`src/rtl/token_decoder.sv`:
```
// token_decoder: turns one Snappy token-queue entry per cycle into a literal
// or copy command held in a registered output slot.
//
// Handshakes:
//   upstream   - in_rdreq pops the queue head on the same rising edge; the
//                next head shows up on in_valid/in_data one cycle later.
//   downstream - a token transfers on every rising edge where
//                tok_valid & tok_ready; while tok_valid is high and tok_ready
//                is low, every tok_* field is held constant. A pop in the
//                same cycle as a transfer refills the slot with no bubble.
//
// A malformed tag (zero copy offset, oversized copy4 offset, or a literal
// longer than 65536 bytes) parks the block in ERR until rst_n is applied.
// state_dbg mirrors the FSM state (0 = RUN, 1 = ERR).
module token_decoder (
  input  logic         clk,
  input  logic         rst_n,
  input  logic [143:0] in_data,
  input  logic [15:0]  in_position,
  input  logic [16:0]  in_address,
  input  logic [1:0]   in_garbage,
  input  logic         in_lit_flag,
  input  logic         in_valid,
  output logic         in_rdreq,
  output logic         tok_valid,
  input  logic         tok_ready,
  output logic         tok_is_copy,
  output logic [16:0]  tok_length,
  output logic [15:0]  tok_offset,
  output logic [15:0]  tok_lit_pos,
  output logic [16:0]  tok_address,
  output logic [31:0]  tok_count,
  output logic [15:0]  drop_count,
  output logic         err,
  output logic         state_dbg
);

  typedef enum logic {
    ST_RUN = 1'b0,
    ST_ERR = 1'b1
  } state_t;

  // Registered state
  state_t      state_q,       state_d;
  logic        tok_valid_q,   tok_valid_d;
  logic        tok_is_copy_q, tok_is_copy_d;
  logic [16:0] tok_length_q,  tok_length_d;
  logic [15:0] tok_offset_q,  tok_offset_d;
  logic [15:0] tok_lit_pos_q, tok_lit_pos_d;
  logic [16:0] tok_address_q, tok_address_d;
  logic [31:0] tok_count_q,   tok_count_d;
  logic [15:0] drop_count_q,  drop_count_d;

  // Window bytes the decoder actually looks at
  logic [7:0] b0, b1, b2, b3, b4;
  logic [5:0] tag_n;

  assign b0    = in_data[143:136];
  assign b1    = in_data[135:128];
  assign b2    = in_data[127:120];
  assign b3    = in_data[119:112];
  assign b4    = in_data[111:104];
  assign tag_n = b0[7:2];

  // Bytes 5..17 and the garbage bits carry nothing this block needs.
  logic unused_inputs;
  assign unused_inputs = ^{in_garbage, in_data[103:0]};

  // Decoder results for the current queue head
  logic        dec_is_copy;
  logic [32:0] dec_len33;
  logic [31:0] dec_off32;
  logic [31:0] dec_lit_val;
  logic [2:0]  dec_extra;
  logic        dec_err;
  logic [15:0] dec_lit_pos;

  // Tag decode: type, length (33-bit so overflow is visible), offset, errors
  always_comb begin
    dec_is_copy = 1'b0;
    dec_len33   = 33'd0;
    dec_off32   = 32'd0;
    dec_lit_val = 32'd0;
    dec_extra   = 3'd0;
    dec_err     = 1'b0;
    case (b0[1:0])
      2'b00: begin
        if (tag_n < 6'd60) begin
          dec_len33 = {27'd0, tag_n} + 33'd1;
        end else begin
          // n = 60..63 selects 1..4 little-endian length bytes
          dec_extra = {1'b0, tag_n[1:0]} + 3'd1;
          case (tag_n[1:0])
            2'd0:    dec_lit_val = {24'd0, b1};
            2'd1:    dec_lit_val = {16'd0, b2, b1};
            2'd2:    dec_lit_val = {8'd0, b3, b2, b1};
            default: dec_lit_val = {b4, b3, b2, b1};
          endcase
          dec_len33 = {1'b0, dec_lit_val} + 33'd1;
          dec_err   = (dec_len33 > 33'd65536);
        end
      end
      2'b01: begin
        dec_is_copy = 1'b1;
        dec_len33   = {30'd0, b0[4:2]} + 33'd4;
        dec_off32   = {21'd0, b0[7:5], b1};
      end
      2'b10: begin
        dec_is_copy = 1'b1;
        dec_len33   = {27'd0, tag_n} + 33'd1;
        dec_off32   = {16'd0, b2, b1};
      end
      default: begin
        dec_is_copy = 1'b1;
        dec_len33   = {27'd0, tag_n} + 33'd1;
        dec_off32   = {b4, b3, b2, b1};
        dec_err     = (dec_off32 > 32'd65535);
      end
    endcase
    // A back-reference of distance zero has no meaning
    if (dec_is_copy && (dec_off32 == 32'd0)) begin
      dec_err = 1'b1;
    end
  end

  // Literal bytes start right after the tag and its extra length bytes
  assign dec_lit_pos = dec_is_copy ? 16'd0
                                   : (in_position + 16'd1 + {13'd0, dec_extra});

  // Queue pop and output-slot events
  logic tok_handshake;
  logic pop_tag;
  logic pop_drop;
  logic load_tok;
  logic err_hit;

  assign tok_handshake = tok_valid_q & tok_ready;
  assign in_rdreq      = (state_q == ST_RUN) & in_valid & (~tok_valid_q | tok_ready);
  assign pop_drop      = in_rdreq & in_lit_flag;
  assign pop_tag       = in_rdreq & ~in_lit_flag;
  assign load_tok      = pop_tag & ~dec_err;
  assign err_hit       = pop_tag & dec_err;

  // Next-state: output slot, counters and FSM
  always_comb begin
    state_d       = state_q;
    tok_valid_d   = tok_valid_q;
    tok_is_copy_d = tok_is_copy_q;
    tok_length_d  = tok_length_q;
    tok_offset_d  = tok_offset_q;
    tok_lit_pos_d = tok_lit_pos_q;
    tok_address_d = tok_address_q;
    tok_count_d   = tok_count_q;
    drop_count_d  = drop_count_q;

    if (tok_handshake) begin
      tok_valid_d = 1'b0;
      tok_count_d = tok_count_q + 32'd1;
    end

    if (load_tok) begin
      tok_valid_d   = 1'b1;
      tok_is_copy_d = dec_is_copy;
      tok_length_d  = dec_len33[16:0];
      tok_offset_d  = dec_is_copy ? dec_off32[15:0] : 16'd0;
      tok_lit_pos_d = dec_lit_pos;
      tok_address_d = in_address;
    end

    if (err_hit) begin
      state_d = ST_ERR;
    end

    if (pop_drop && (drop_count_q != 16'hFFFF)) begin
      drop_count_d = drop_count_q + 16'd1;
    end
  end

  // State registers with synchronous active-low reset
  always_ff @(posedge clk) begin
    if (!rst_n) begin
      state_q       <= ST_RUN;
      tok_valid_q   <= 1'b0;
      tok_is_copy_q <= 1'b0;
      tok_length_q  <= 17'd0;
      tok_offset_q  <= 16'd0;
      tok_lit_pos_q <= 16'd0;
      tok_address_q <= 17'd0;
      tok_count_q   <= 32'd0;
      drop_count_q  <= 16'd0;
    end else begin
      state_q       <= state_d;
      tok_valid_q   <= tok_valid_d;
      tok_is_copy_q <= tok_is_copy_d;
      tok_length_q  <= tok_length_d;
      tok_offset_q  <= tok_offset_d;
      tok_lit_pos_q <= tok_lit_pos_d;
      tok_address_q <= tok_address_d;
      tok_count_q   <= tok_count_d;
      drop_count_q  <= drop_count_d;
    end
  end

  assign tok_valid   = tok_valid_q;
  assign tok_is_copy = tok_is_copy_q;
  assign tok_length  = tok_length_q;
  assign tok_offset  = tok_offset_q;
  assign tok_lit_pos = tok_lit_pos_q;
  assign tok_address = tok_address_q;
  assign tok_count   = tok_count_q;
  assign drop_count  = drop_count_q;
  assign err         = (state_q == ST_ERR);
  assign state_dbg   = state_q;

endmodule

```
`config.mk`:
```
export PLATFORM = sky130hd
export DESIGN_NAME = token_decoder
export DESIGN_NICKNAME = d
export VERILOG_FILES = /design/src/rtl/token_decoder.sv
export SDC_FILE = /design/constraint.sdc
export NUM_CORES = 1
export LEC_CHECK = 0
export BUFFER_PORTS_ARGS = -buffer_cell sky130_fd_sc_hd__buf_2
export CAP_MARGIN = 25
export CORE_ASPECT_RATIO = 2
export CORE_UTILIZATION = 29
export CTS_BUF_LIST = sky130_fd_sc_hd__clkbuf_16
export DETAILED_ROUTE_END_ITERATION = 12
export HOLD_SLACK_MARGIN = 0.15
export PLACE_DENSITY = 0.63
export SLEW_MARGIN = 20
export SYNTH_ARGS = -nofsm -noshare
export SYNTH_HDL_FRONTEND = slang
export SYNTH_SLANG_ARGS = --single-unit
```
`constraint.sdc`:
```
create_clock -name clk -period 4.24 [get_ports clk]
set_clock_uncertainty 0.2 [all_clocks]
set_input_delay 0 -clock clk [delete_from_list [all_inputs] [get_ports clk]]
set_output_delay 0 -clock clk [all_outputs]
set_load 0.01 [all_outputs]
```
# Word-level counts from Yosys, hierarchy flattened

Index checks and enable logic that the tools add are counted.

Flip-flop bits (word level): 117
Latch bits: 0
Memory bits (writable): 0
Memory bits (read-only): 0
Input bits: 184
Output and inout bits: 119
Logic and storage cells: 60
Memories: 0

Add/sub/neg operators: 8
Multiply operators: 0
Div/mod/pow operators: 0
$lt $le $gt $ge: 3
Equal/unequal tests: 5
Shift operators: 0
Mux-type cells: 16
Bitwise gates (word level): 12
Reduce and logical (&&, ||, !) cells: 7

Operator list:

| kind                    | count |
|---|---|
| $pmux W32 S3            | 2 |
| $mux W32                | 2 |
| $pmux W17 S2            | 1 |
| $add A32 B1 Y33 const B | 1 |
| $gt A33 B17 Y1 const B  | 1 |
| $add A16 B1 Y16 const B | 2 |
| $add A32 B1 Y32 const B | 1 |
| $gt A32 B16 Y1 const B  | 1 |
| $logic_not A32 Y1       | 1 |
| $mux W16                | 2 |
| $mux W17                | 1 |
| $add A16 B3 Y16         | 1 |
| $ne A16 B16 Y1 const B  | 1 |
| $add A6 B1 Y7 const B   | 1 |
| $and A1 B1 Y1           | 7 |
| $lt A6 B6 Y1 const B    | 1 |
| $mux W3                 | 2 |
| $mux W1                 | 5 |
| $add A3 B3 Y4 const B   | 1 |
| $eq A2 B1 Y1 const B    | 2 |
| $eq A2 B2 Y1 const B    | 2 |
| $logic_not A2 Y1        | 2 |
| $not A1 Y1              | 4 |
| $add A2 B1 Y3 const B   | 1 |
| other kinds (5)         | 6 |

# Logic depth before layout (Yosys ltp)

Depth in word-level cells: 12
Mapped depth: 14
Depth with buffers taken out: 14

# Least setup slack after synthesis

No wires, ideal clock.

Kind: input to register
Start: in in_data[128]
End: reg tok_lit_pos_q[1] (netlist: tok_lit_pos[1])
Setup time: 70 ps
Arrival: 2,645 ps
Required time: 3,970 ps
Slack: 1,324 ps
Stages: 11
Buffers on the path: 1
Cells stage by stage: ha_1 > nand3_2 > or4_4 > mux2_4 > o221ai_2 > nand4b_1 > a211oi_2 > a21oi_2 > buf_6 > or4_1 > a21oi_1

Word-level cells in the longest chain between the ends: 10
Elaborated cells between the ends (all ways): 14
Classes of those cells: add/sub: 1; order compare: 2; mux: 7; bitwise: 2; reduce/logical: 2

Ends and longest elaborated chain:

| item                 | line | source |
|---|---|---|
| start, declared      | 18   | `input logic [143:0] in_data,` |
| $pmux W32 S3         | 93   | `case (tag_n[1:0])` |
| $mux W32             | 88   | `if (tag_n < 6'd60) begin` |
| $mux W32             | 86   | `case (b0[1:0])` |
| $add A32 B1 Y33      | 99   | `dec_len33 = {1'b0, dec_lit_val} + 33'd1;` |
| $gt A33 B17 Y1       | 100  | `dec_err = (dec_len33 > 33'd65536);` |
| $mux W1              | 88   |  |
| $pmux W1 S2          | 86   |  |
| $mux W1 (*)          | 121  | `if (dec_is_copy && (dec_off32 == 32'd0)) begin` |
| $not A1 Y1 (*)       | 141  | `assign load_tok = pop_tag & ~dec_err;` |
| $and A1 B1 Y1 (*)    | 141  |  |
| end signal, assigned | 197  | `tok_lit_pos_q <= tok_lit_pos_d;` |
| end, declared        | 49   | `logic [15:0] tok_lit_pos_q, tok_lit_pos_d;` |

Every way passes the cells marked *; elsewhere a longest branch is shown, timed or not. The select of a mux whose other input is x is not followed.
A chain may end at the register's enable or synchronous reset.

# Worst setup path in the final report

Start: in in_data[128]
End: reg tok_lit_pos_q[0] (netlist: tok_lit_pos[0])

Same word-level chain as after synthesis.

==> out/qor.yml <==
run_status:
  status: "completed"
power:
  cellLeakagePower_nw: 3.880
  power.net_switching_uw: 793.0
  irDropWorstVdd_v: 0.0003642
  power_frac_comb_pct: 14.6
  power.density_nw_per_um2: 302.8
  swShare_pct: 27.35
  clock_power_share_pct: 46.2
  p_int_mw: 2.107
  p_seq_share_pct: 39.1
  p_total_mw: 2.900
yosys:
  yosysTopAreaCell: "dfxtp_1"
  avgSynthCellArea_um2: 7.845
  async_flop_share_pct: 0
  ys_warn_count: 0
  synth_top_area_share_pct: 36.15
  ys_ff_latch: 117
  seq_area_frac_synth_pct: 36.15
  synth_cell_types: 68
  synth_edf_count: 0
  syn_nets: 1021
  syn_inst: 826
  syn-cell-area_um2: 6480
  synth_flop_cell: "dfxtp_1"
  synthTopCellsByArea: "dfxtp_1 36%, a21oi_1 5.9%, o21ai_0 5.3%"
detailed_routing:
  dr.pass1.iters: 5
  drtIter0Drc: 476
  via_count: 7548
  ant_nets: 0
  wire_per_inst_um: 17.01
  via_per_inst: 5.315
  drt_wl_total_mm: 24.16
  drc: 0
timing:
  maxSlewHeadroom_pct: 38.72
  slew_viol_final: 0
  timing.final.crit_share_pct: 96.16
  hold_slack_ns: 0.1809
  tightest_slew_ns: 0.9192
  setup_slack_ns: 0.1629
  tns_ns: 0
  finalHoldViolCount: 0
  fmax_mhz: 245.3
  setup-violations-final: 0
  finalCriticalPeriod_ns: 4.077
placement:
  pre_cts_slack_ns: 0.4584
  place_area_um2: 7740
  dpl.hpwl_mm: 16.78
  place_inst: 1265
  port-buffer-count: 196
  globalplace.congestion: 0.8913
cells_and_area:
  syn_to_final_growth_pct: 47.77
  diodes: 0
  stdcell_count: 1420
  drive_gt1_share_pct: 24.65
  nNetsFinal: 1326
  finalCoreUtilization_pct: 43.59
  final_cell_area_um2: 9575
  fillerInstances: 2194
global_routing:
  use_met1_pct: 21.02
  met3_usage_pct: 5.957
  grt_pass1_vias: 7384
  overflow: 0
  use_met2_pct: 39.01
  grt_first_pass_wirelength_mm: 37.42
  grt_usage_pct: 21.03
  grt-busiest-layer: "met2"
  antenna_found_initial: 0
  grt_max_degree: 85
clock_network:
  cts_buffers: 17
  cts_tree: "done"
  htree_levels: 4
  cts_sinks: 117
  cts_max_path_buffers: 2
  clkLatencyLatePin_ns: 0.42
  root_buffer: "clkbuf_16"
  clkTransAtPathRegs_ns: 0.06
floorplan:
  die_h_um: 213.4
  start_util_pct: 29.50
  rows: 77
  coreArea_um2: 21970
  die_area_um2: 22980
  ios: 303
  chipWidth_um: 107.7
min_path:
  hold_path.class: "input pin to register"
critical_path:
  required_ns: 4.38
  cp_cell_sequence: "dlygate4sd3_1 -> buf_2 -> ha_2 -> nand3_2 -> or4_4 -> mux2_4 -> o221ai_2 -> nand4b_1 -> a211oi_4 -> buf_4 -> a21oi_4 -> or4_1 -> dlygate4sd3_1 -> a21oi_1"
  crit_arrival_ns: 4.22
  worst_setup_path_start_kind: "input pin"
  critical_path_class: "input pin to register"
  cp_common_cell: "dlygate4sd3_1"
  path_max_fanout: 11
  cp_slowest_cell: "or4_4"
  slowest_delay_ns: 0.59
  cp-end-kind: "register"
run:
  drv_cap: 0
-- critical path, delay by kind of cell --
kind,cells,cell delay (ns)
AO/OA/AOI/OAI,4,0.80
adder cells (fa/ha/maj),1,0.25
buffers and inverters,4,1.38
multiplexers,1,0.32
AND/OR/NAND/NOR,4,1.44
-- cells in the final DEF (no fill, tap or decap), types with 4 or more instances in the layout --
master | Yosys | routed
ha_1 | 10 | 7
xnor2_1 | 30 | 30
a31oi_1 | 9 | 9
buf_4 | 4 | 27
and4_1 | 6 | 6
nor3_1 | 15 | 14
clkinv_2 | 0 | 4
o31ai_1 | 4 | 4
clkbuf_16 | 0 | 17
dfxtp_1 | 117 | 117
a21oi_1 | 76 | 75
nand2_1 | 67 | 65
a32o_1 | 9 | 9
nand2b_1 | 8 | 8
nand4_1 | 39 | 39
nand3_1 | 66 | 65
o21ai_0 | 69 | 68
inv_1 | 21 | 22
nor4_1 | 18 | 18
and2_1 | 9 | 8
and3_1 | 11 | 10
nor2_1 | 73 | 72
buf_2 | 5 | 194
clkinvlp_4 | 0 | 4
xor2_1 | 36 | 36
or4_1 | 6 | 6
or3_1 | 10 | 8
dlygate4sd3_1 | 0 | 116
mux2i_1 | 6 | 6
-- synthesized netlist by cell type (all sizes together) (15+ instances only) --
library cell and n:
a21oi 77, clkbuf 42, dfxtp 117, inv 21, nand2 67, nand3 67, nand4 41, nor2 73
nor3 15, nor4 19, o21ai 69, xnor2 30, xor2 36
-- final timing paths --
check	from	end	slack (ns)	depth (start not counted)
worst min register to register	tok_length[1]	tok_length[1]	0.26	2
worst min-delay path	in_address[2]	tok_address[2]	0.18	4
worst max register to register	tok_valid	err	1.11	8
worst max-delay path	in_data[128]	tok_lit_pos[0]	0.16	14
-- layout make-up --
| type | instances | area, um2 | area share, % |
|---|---|---|---|
| timing repair buffer | 339 | 2354 | 24.58 |
| clock inverter | 15 | 116.4 | 1.215 |
| clock buffer | 17 | 425.4 | 4.443 |
| sequential | 117 | 2342 | 24.46 |
| tap | 276 | 345.3 | 3.606 |
| inverter | 21 | 80.08 | 0.8363 |
| multi-input combinational | 635 | 3913 | 40.86 |
-- cell families (layout without fill, tap and decap cells) --
group | Yosys count | count (layout) | share of synthesized area, %
compound gates | 201 | 201 | 18.59
xor+xnor | 66 | 66 | 8.921
fa+ha+maj | 11 | 11 | 2.240
buf+inv | 74 | 392 | 4.750
flops | 117 | 117 | 36.15
mux | 7 | 7 | 1.158
simple gates | 350 | 350 | 28.19
-- timing repair --
action | 4_1_cts | 5_1_grt
endpoints found under the hold margin | 85 | 0
setup endpoints to repair | 0 | 14
gates resized for setup | 0 | 20
hold buffers | 116 | 0
buffers inserted | 0 | 7
-- layer usage --
layer,part of all wire (%),routed length [um]
met3,6.9,1657
met1,36,8751
met4,3.3,799
met5,0,0
met2,54,12950
-- sequential cells by signal (all words and copies together) (netlist names) --
signal / cells
tok_count: 32
tok_address: 17
tok_lit_pos: 16
err: 1
tok_offset: 16
tok_length: 17
tok_valid: 1
tok_is_copy: 1
drop_count: 16
-- power by group through the flow --
stage               sequential (mW)  combinational, mW  clock (mW)
floorplan                      1.17              0.169           0
CTS                            1.13              0.406        1.37
global route                   1.14              0.461        1.41
detailed placement             1.16              0.328           0
global placement               1.16              0.326           0
finish                         1.13              0.425        1.34
No activity file was read; power rests on OpenSTA's default activity.
